[src/rtl/prog_loader_if.sv]
// Byte-stream and instruction-memory write bundle for prog_loader.
// master = stream source / system side, slave = the loader.
interface prog_loader_if #(
    parameter int DATA_W = 32,
    parameter int ADDR_W = 64
);
    logic              start;
    logic [7:0]        byte_in;
    logic              byte_valid;
    logic              byte_ready;
    logic              mem_wr_en;
    logic [ADDR_W-1:0] mem_wr_addr;
    logic [DATA_W-1:0] mem_wr_data;
    logic              core_rst;
    logic              done;
    logic              error;
    logic [15:0]       words_loaded;

    modport master (
        output start, byte_in, byte_valid,
        input  byte_ready, mem_wr_en, mem_wr_addr, mem_wr_data,
        input  core_rst, done, error, words_loaded
    );

    modport slave (
        input  start, byte_in, byte_valid,
        output byte_ready, mem_wr_en, mem_wr_addr, mem_wr_data,
        output core_rst, done, error, words_loaded
    );
endinterface

[src/rtl/prog_loader.sv]
// Byte-serial program loader: frames N (16-bit LE) + N little-endian words into instruction memory.
// Optional LOADER_CHECKSUM_EN adds an XOR trailer byte checked before releasing the core.
module prog_loader #(
    parameter int DATA_W = 32,
    parameter int DEPTH  = 80,
    parameter int ADDR_W = 64
) (
    input  logic          clk,
    input  logic          rst,
    prog_loader_if.slave  lif
);
    typedef enum logic [2:0] {
        S_HDR0,
        S_HDR1,
        S_DATA,
        S_WRITE,
`ifdef LOADER_CHECKSUM_EN
        S_CHK,
`endif
        S_DONE,
        S_ERR
    } state_t;

    localparam logic [15:0] DEPTH_W = 16'(DEPTH);

    state_t            state_r;
    logic [15:0]       n_r;
    logic [DATA_W-9:0] word_r;
    logic [1:0]        byte_cnt_r;
    logic [15:0]       words_loaded_r;
    logic              mem_wr_en_r;
    logic [ADDR_W-1:0] mem_wr_addr_r;
    logic [DATA_W-1:0] mem_wr_data_r;
    logic              core_rst_r;
    logic              done_r;
    logic              error_r;
`ifdef LOADER_CHECKSUM_EN
    logic [7:0]        csum_r;
`endif

    logic              ready_s;
    logic              accept_s;
    logic [15:0]       n_full_s;
    logic [DATA_W-1:0] word_next_s;
    logic              more_s;

    assign accept_s    = lif.byte_valid && lif.byte_ready;
    assign n_full_s    = {lif.byte_in, n_r[7:0]};
    assign word_next_s = {lif.byte_in, word_r};
    assign more_s      = ({1'b0, words_loaded_r} + 17'd1) < {1'b0, n_r};

    // Ready decode from the state register; held low while reset is asserted.
    always_comb begin
        ready_s = 1'b0;
        case (state_r)
            S_HDR0, S_HDR1, S_DATA: ready_s = 1'b1;
`ifdef LOADER_CHECKSUM_EN
            S_CHK:                  ready_s = 1'b1;
`endif
            default:                ready_s = 1'b0;
        endcase
    end

    assign lif.byte_ready   = ready_s && !rst;
    assign lif.mem_wr_en    = mem_wr_en_r;
    assign lif.mem_wr_addr  = mem_wr_addr_r;
    assign lif.mem_wr_data  = mem_wr_data_r;
    assign lif.core_rst     = core_rst_r;
    assign lif.done         = done_r;
    assign lif.error        = error_r;
    assign lif.words_loaded = words_loaded_r;

    // Loader FSM with all outputs registered alongside the state.
    always_ff @(posedge clk or posedge rst) begin
        if (rst) begin
            state_r        <= S_HDR0;
            n_r            <= 16'd0;
            word_r         <= '0;
            byte_cnt_r     <= 2'd0;
            words_loaded_r <= 16'd0;
            mem_wr_en_r    <= 1'b0;
            mem_wr_addr_r  <= '0;
            mem_wr_data_r  <= '0;
            core_rst_r     <= 1'b1;
            done_r         <= 1'b0;
            error_r        <= 1'b0;
`ifdef LOADER_CHECKSUM_EN
            csum_r         <= 8'h00;
`endif
        end else begin
            case (state_r)
                S_HDR0: begin
                    if (accept_s) begin
                        n_r[7:0] <= lif.byte_in;
                        state_r  <= S_HDR1;
                    end
                end
                S_HDR1: begin
                    if (accept_s) begin
                        n_r[15:8]      <= lif.byte_in;
                        byte_cnt_r     <= 2'd0;
                        words_loaded_r <= 16'd0;
`ifdef LOADER_CHECKSUM_EN
                        csum_r         <= 8'h00;
`endif
                        if (n_full_s > DEPTH_W) begin
                            state_r <= S_ERR;
                            error_r <= 1'b1;
                        end else if (n_full_s == 16'd0) begin
`ifdef LOADER_CHECKSUM_EN
                            state_r    <= S_CHK;
`else
                            state_r    <= S_DONE;
                            done_r     <= 1'b1;
                            core_rst_r <= 1'b0;
`endif
                        end else begin
                            state_r <= S_DATA;
                        end
                    end
                end
                S_DATA: begin
                    if (accept_s) begin
                        word_r     <= word_next_s[DATA_W-1:8];
                        byte_cnt_r <= byte_cnt_r + 2'd1;
`ifdef LOADER_CHECKSUM_EN
                        csum_r     <= csum_r ^ lif.byte_in;
`endif
                        if (byte_cnt_r == 2'd3) begin
                            state_r       <= S_WRITE;
                            mem_wr_en_r   <= 1'b1;
                            mem_wr_addr_r <= {{(ADDR_W-16){1'b0}}, words_loaded_r};
                            mem_wr_data_r <= word_next_s;
                        end
                    end
                end
                S_WRITE: begin
                    mem_wr_en_r    <= 1'b0;
                    words_loaded_r <= words_loaded_r + 16'd1;
                    if (more_s) begin
                        state_r <= S_DATA;
                    end else begin
`ifdef LOADER_CHECKSUM_EN
                        state_r    <= S_CHK;
`else
                        state_r    <= S_DONE;
                        done_r     <= 1'b1;
                        core_rst_r <= 1'b0;
`endif
                    end
                end
`ifdef LOADER_CHECKSUM_EN
                S_CHK: begin
                    if (accept_s) begin
                        if (lif.byte_in == csum_r) begin
                            state_r    <= S_DONE;
                            done_r     <= 1'b1;
                            core_rst_r <= 1'b0;
                        end else begin
                            state_r <= S_ERR;
                            error_r <= 1'b1;
                        end
                    end
                end
`endif
                S_DONE, S_ERR: begin
                    if (lif.start) begin
                        state_r        <= S_HDR0;
                        core_rst_r     <= 1'b1;
                        done_r         <= 1'b0;
                        error_r        <= 1'b0;
                        words_loaded_r <= 16'd0;
                    end
                end
                default: begin
                    state_r     <= S_HDR0;
                    mem_wr_en_r <= 1'b0;
                    core_rst_r  <= 1'b1;
                    done_r      <= 1'b0;
                    error_r     <= 1'b0;
                end
            endcase
        end
    end
endmodule

[src/flat_wrapper.sv]
// flat-port wrapper written by rule: the top's interface ports become plain ports
module prog_loader_flat 
#(
    parameter int DATA_W = 32,
    parameter int DEPTH  = 80,
    parameter int ADDR_W = 64
)
  (clk, rst, lif_start, lif_byte_in, lif_byte_valid, lif_byte_ready, lif_mem_wr_en, lif_mem_wr_addr, lif_mem_wr_data, lif_core_rst, lif_done, lif_error, lif_words_loaded);
  prog_loader_if #(.DATA_W(DATA_W), .ADDR_W(ADDR_W)) lif_i ();
  input  logic clk;
  input  logic rst;
  input wire logic [$bits(lif_i.start)-1:0] lif_start;
  input wire logic [$bits(lif_i.byte_in)-1:0] lif_byte_in;
  input wire logic [$bits(lif_i.byte_valid)-1:0] lif_byte_valid;
  output wire logic [$bits(lif_i.byte_ready)-1:0] lif_byte_ready;
  output wire logic [$bits(lif_i.mem_wr_en)-1:0] lif_mem_wr_en;
  output wire logic [$bits(lif_i.mem_wr_addr)-1:0] lif_mem_wr_addr;
  output wire logic [$bits(lif_i.mem_wr_data)-1:0] lif_mem_wr_data;
  output wire logic [$bits(lif_i.core_rst)-1:0] lif_core_rst;
  output wire logic [$bits(lif_i.done)-1:0] lif_done;
  output wire logic [$bits(lif_i.error)-1:0] lif_error;
  output wire logic [$bits(lif_i.words_loaded)-1:0] lif_words_loaded;
  assign lif_i.start = lif_start;
  assign lif_i.byte_in = lif_byte_in;
  assign lif_i.byte_valid = lif_byte_valid;
  assign lif_byte_ready = lif_i.byte_ready;
  assign lif_mem_wr_en = lif_i.mem_wr_en;
  assign lif_mem_wr_addr = lif_i.mem_wr_addr;
  assign lif_mem_wr_data = lif_i.mem_wr_data;
  assign lif_core_rst = lif_i.core_rst;
  assign lif_done = lif_i.done;
  assign lif_error = lif_i.error;
  assign lif_words_loaded = lif_i.words_loaded;
  prog_loader #(.DATA_W(DATA_W), .DEPTH(DEPTH), .ADDR_W(ADDR_W)) u_core (.clk(clk), .rst(rst), .lif(lif_i));
endmodule
[config.mk]
export PLATFORM = sky130hd
export DESIGN_NAME = prog_loader_flat
export DESIGN_NICKNAME = d
export VERILOG_FILES = /design/src/rtl/prog_loader_if.sv /design/src/rtl/prog_loader.sv /design/src/flat_wrapper.sv
export SDC_FILE = /design/constraint.sdc
export NUM_CORES = 1
export LEC_CHECK = 0
export ABC_AREA = 1
export BUFFER_PORTS_ARGS = -buffer_cell sky130_fd_sc_hd__buf_2
export CORE_MARGIN = 1.5
export CORE_UTILIZATION = 50
export DETAILED_ROUTE_END_ITERATION = 8
export PLACE_DENSITY = 0.85
export SKIP_LAST_GASP = 1
export SLEW_MARGIN = 25
export SYNTH_ARGS = -nofsm -noshare
export SYNTH_HDL_FRONTEND = slang
export SYNTH_SLANG_ARGS = --single-unit
[constraint.sdc]
create_clock -name clk -period 8.43 [get_ports clk]
set_input_delay 0 -clock clk [delete_from_list [all_inputs] [get_ports clk]]
set_output_delay 0 -clock clk [all_outputs]
set_load 0.05 [all_outputs]
# [After elaboration in Yosys (flattened, before gate mapping)]
# Cells that the tools add are included.
[totals] output_inout_bits=117 word_cells=91 input_bits=12 reg_bits=113
[classes] mux=34 n_addsub=3 eq_ne=15 reduce_logical=22 order_cmp=2 bitwise=3
[ops] cell="$pmux W16 S3" count=1
[ops] cell="$mux W16" count=2
[ops] cell="$mux W3" count=8
[ops] cell="$add A16 B1 Y17 const B" count=1
[ops] cell="$lt A17 B16 Y1" count=1
[ops] cell="$add A16 B1 Y16 const B" count=1
[ops] cell="$gt A16 B7 Y1 const B" count=1
[ops] cell="$logic_not A16 Y1" count=1
[ops] cell="$mux W1" count=15
[ops] cell="$pmux W3 S5" count=1
[ops] cell="$ne A2 B1 Y1 const B" count=6
[ops] cell="$reduce_and A3 Y1" count=4
[ops] cell="$pmux W1 S4" count=2
[ops] cell="$eq A3 B2 Y1 const B" count=2
[ops] cell="$eq A3 B3 Y1 const B" count=2
[ops] cell="$ne A2 B2 Y1 const B" count=3
[ops] cell="$reduce_and A2 Y1" count=3
[ops] cell="$reduce_and A6 Y1" count=1
[ops] cell="$reduce_or A3 Y1" count=2
[ops] cell="$reduce_and A5 Y1" count=1
[ops] cell="$mux W2" count=2
[ops] cell="$pmux W2 S2" count=1
[ops] cell="$reduce_and A4 Y1" count=1
[ops] cell="$reduce_or A2 Y1" count=2
[ops] cell="other kinds (12)" count=15

# [Longest topological paths before layout]
[logic_depth] ltp_word=7 ltp_mapped=21 depth_no_buf=21

# [Least setup slack after synthesis]
# No wires, ideal clock.
[synth_path] path_type="register -> register" from="reg u_core.words_loaded_r[0] (netlist: u_core.lif.words_loaded[0])" to="reg u_core.done_r (netlist: u_core.lif.done)" period_less_slack_ns=2.818 n_path_buf=0 arrival_time_ns=2.753 required_time_ns=8.365 path_stages_with_launch=21 setup_ns=0.065 path_slack_ns=5.612 path_cell_list="dfrtp_1 ha_1 nand2_1 nor2_1 nand3_1 nor2_1 nand2_1 xor2_1 inv_1 ha_1 nand2_1 nand2_1 nand2_1 nand2_1 nand2_1 nand2_1 nor2_1 nand3_1 nand2_1 nand2_1 nand2_1"
[synth_between] elab_chain_len=4
[synth_rtl] item="start, declared" line="prog_loader.sv:30" source="logic [15:0] words_loaded_r;"
[synth_rtl] item="start signal, assigned" line="prog_loader.sv:139" source="words_loaded_r <= words_loaded_r + 16'd1;"
[synth_rtl] item="$add A16 B1 Y17" line="prog_loader.sv:50" source="assign more_s = ({1'b0, words_loaded_r} + 17'd1) < {1'b0, n_r};"
[synth_rtl] item="$lt A17 B16 Y1" line="prog_loader.sv:50"
[synth_rtl] item="$ne A2 B2 Y1 (no source line)"
[synth_rtl] item="$reduce_and A6 Y1 (no source line)"
[synth_rtl] item="end signal, assigned" line="prog_loader.sv:85" source="done_r <= 1'b0;"
[synth_rtl] item="end signal, assigned" line="prog_loader.sv:114" source="done_r <= 1'b1;"
[synth_rtl] item="end signal, assigned" line="prog_loader.sv:147" source="done_r <= 1'b1;"
[synth_rtl] item="end, declared" line="prog_loader.sv:35" source="logic done_r;"
# Every way passes these cells.
# A chain may end at the register's enable or synchronous reset.

# [Worst setup path after layout]
# Same ends and word-level chain as after synthesis.

==> key figures <==
Run status
  • Status: finished, final reports clean

Layout
  • Final nets: 766
  • Area Overhead vs Synth: 18.5%
  • Share of cells above drive strength 1: 18.7%
  • Finished Layout Cells: 890
  • N_diodes: 0

Timing
  • TNS Setup: 0 ps
  • RSZ-0062 raised after global routing: no
  • Setup-failing EPs final: 0
  • Fmax: 0.339 GHz
  • Tcrit/Tclk final: 35.0%
  • Slew headroom: 35.0%
  • Fin crit period: 2950 ps
  • Slew @ Worst Pin: 974 ps
  • Slew Limit Fails: 0
  • Skew final: 7.28 ps
  • Final hold vios: 0

Synth
  • Synth Instances: 643
  • Simple-gate share of the synthesized area: 17.2%
  • Share of the synthesized area in the top cell type: 50.2%
  • Compound-Gate Fraction of Synth Area: 10.6%
  • Synth top area cells: dfrtp_1 (50%), nand2_1 (11%), buf_4 (7.0%)
  • Netlist cell types: 37
  • Main combinational cell family by area after synthesis: simple AND/OR/NAND/NOR gates
  • Most common cell in the netlist: nand2_1
  • Mux cell area share after synthesis: 2.42%
  • Top cell type by total area after synthesis: dfrtp_1
  • Register area share after synthesis: 50.6%
  • Synth Register Bits: 113
  • Synth Area in XOR/XNOR: 1.25%
  • Syn. warnings: 0
  • Post-synth EDFFs: 0
  • Synth Flop Type: dfrtp_1
  • Adder-Cell Fraction of Synth Area: 3.81%
  • FFs w/ async S/R, synth: 100%
  • Post-synth top cells: nand2_1 (168), dfrtp_1 (112), inv_1 (81)
  • Avg Inst Size Synth: 8.69 sq um
  • Mapped Area: 0.00559 sq mm

Power
  • LEAKAGE: 0.00356 uW
  • Total power: 1780 uW
  • Max rail drop VDD: 0.143 mV
  • Pwr per Cell Area: 270 mW/mm^2

Clocking
  • H-tree Lvls: 4
  • CTS Buf Count: 17
  • Max clock buf depth: 2
  • Clk Latency, worst-skew pair: 520 ps
  • CTS clk-pin slew, worst paths: 60 ps
  • CTS root buf: clkbuf_8
  • CTS sink cnt: 113
  • Post_cts resized: 0
  • CTS tree: built

Placement
  • Dpl hpwl: 8.05 mm
  • Placed cells: 847
  • Final Wtd Congestion: 0.886
  • Count of input and output buffers: 80

GRT
  • Total track usage: 21.9%
  • Largest net degree at the start of global routing: 89
  • Initial antenna violation count: 0
  • First-pass GRT wire length: 20.0 mm
  • Vias in the first global route: 4,083
  • GR Overflow Total: 0

Die
  • Core area: 0.0109 sq mm
  • Die width: 109 um
  • Starting Density: 51.3%
  • Core Rows: 38
  • Boundary Pins: 129
  • Die area: 0.0118 sq mm
  • Die height: 109 um

Hold path
  • Hold crit path type: primary input to asynchronous set/reset pin

Worst setup path
  • CP Capture Type: flip-flop
  • Critical R2R Capture: u_core.lif.done$_DFFE_PP0P_
  • Worst Setup SP: u_core.lif.words_loaded[0]$_DFFE_PP0P_
  • Worst EP arrival: 3410 ps
  • Reg2reg start: u_core.lif.words_loaded[0]$_DFFE_PP0P_
  • Worst r2r path cells: 20
  • R2r setup slk: 5480 ps
  • Critical Path Start Type: flip-flop
  • Setup CP Type: flip-flop to flip-flop
  • Worst-path fanout max: 7
  • Crit path required time: 8890 ps

Detailed routing
  • Initial DRC count: 323
  • DR pass1 iterations: 5
  • Drt wl/cell: 13.7 um
  • Drt drc: 0
  • Total Wirelength: 12.2 mm
  • Final ANT Viol Nets: 0
  • Via count: 4,440
  • Vias per cell: 4.99

Job
  • Max_cap viols: 0
layer usage:
layer / global-route usage (%) / routed length (um)
met5: 0 / 0
met4: 9.02 / 354
met3: 5.44 / 715
met2: 35.2 / 5940
met1: 28.5 / 5220
logic make-up (layout without fill, tap and decap cells):
kind of cell / count (synthesis) / in the layout
and+or+nand+nor: 230 / 230
buffers and inverters: 150 / 210
AOI/OAI and AO/OA: 115 / 115
DFF: 113 / 113
adders and majority gates: 17 / 17
muxes: 9 / 9
xor gates and xnor gates: 8 / 8
other: 1 / 48
power by group:
group	total [uW]	internal, uW	switching, uW
Combinational	384	101	283
Sequential	659	610	49.7
Clock	741	460	281
through the flow:
| step | worst slack, ps | util [%] | cell area [sq um] | hold slack [ps] |
|---|---|---|---|---|
| final | 5480 | 60.8 | 6620 | 46.4 |
| after global placement | 5780 | 54.1 | 5900 | 44.0 |
| after detailed placement | 5540 | 54.1 | 5900 | 45.9 |
| after CTS | 5510 | 60.8 | 6620 | 45.7 |
| after floorplan | 5440 | - | 5760 | 66.0 |
| after global routing | 5150 | 60.8 | 6620 | 83.9 |
worst max path at each step:
stage	end	slack (ps)	cells after the start
floorplan	u_core.byte_cnt_r[0]$_DFFE_PP0P_	5440	1
global placement	u_core.lif.done$_DFFE_PP0P_	5780	19
detailed placement	u_core.lif.done$_DFFE_PP0P_	5540	19
CTS	u_core.lif.done$_DFFE_PP0P_	5510	19
global route	u_core.lif.done$_DFFE_PP0P_	5150	20
finish	u_core.lif.done$_DFFE_PP0P_	5480	20
critical path, cell delays in order, from the launching register on:
cell and delay, ps:
dfrtp_1 450, ha_1 210, nand2_1 60, nor2_1 260
nand3_1 190, nor2_1 160, nand2_1 80, xor2_1 190
inv_1 70, ha_1 320, nand2_1 90, nand2_1 50
nand2_1 50, nand2_1 50, nand2_1 50, nand2_1 50
nor2_1 120, nand3_1 180, nand2_1 150, nand2_1 60
nand2_1 50
flip-flops by register name, indices dropped and copies added (netlist names), 2 cells and up:
signal and count:
u_core.lif.mem_wr_data 32, u_core.word_r 24, u_core.lif.mem_wr_addr 16, u_core.lif.words_loaded 16
u_core.n_r 16, u_core.state_r 3, u_core.byte_cnt_r 2
cell type report:
type	instances	area, sq um
clock buffer	17	414
clock inverter	15	195
fill	880	4270
inverter	85	324
multi-input combinational	427	2150
sequential	113	2830
tap	140	175
timing repair buffer	93	529
what timing repair did:
item                                   in CTS  in global routing
endpoints found under the hold margin      66                  0
setup buffers                               0                  0
hold buffers                               11                  0
placed cells by master, fill, tap and decap left out, types with 9 or more instances in the layout:
cell,instances
buf_2,80
clkbuf_16,16
conb_1,48
dfrtp_1,112
dlygate4sd3_1,11
ha_1,17
inv_1,80
mux2_4,9
nand2_1,168
nand3_1,14
nor2_1,29
o21ai_0,75
o21ai_1,22
(Power assumes the default switching activity.)
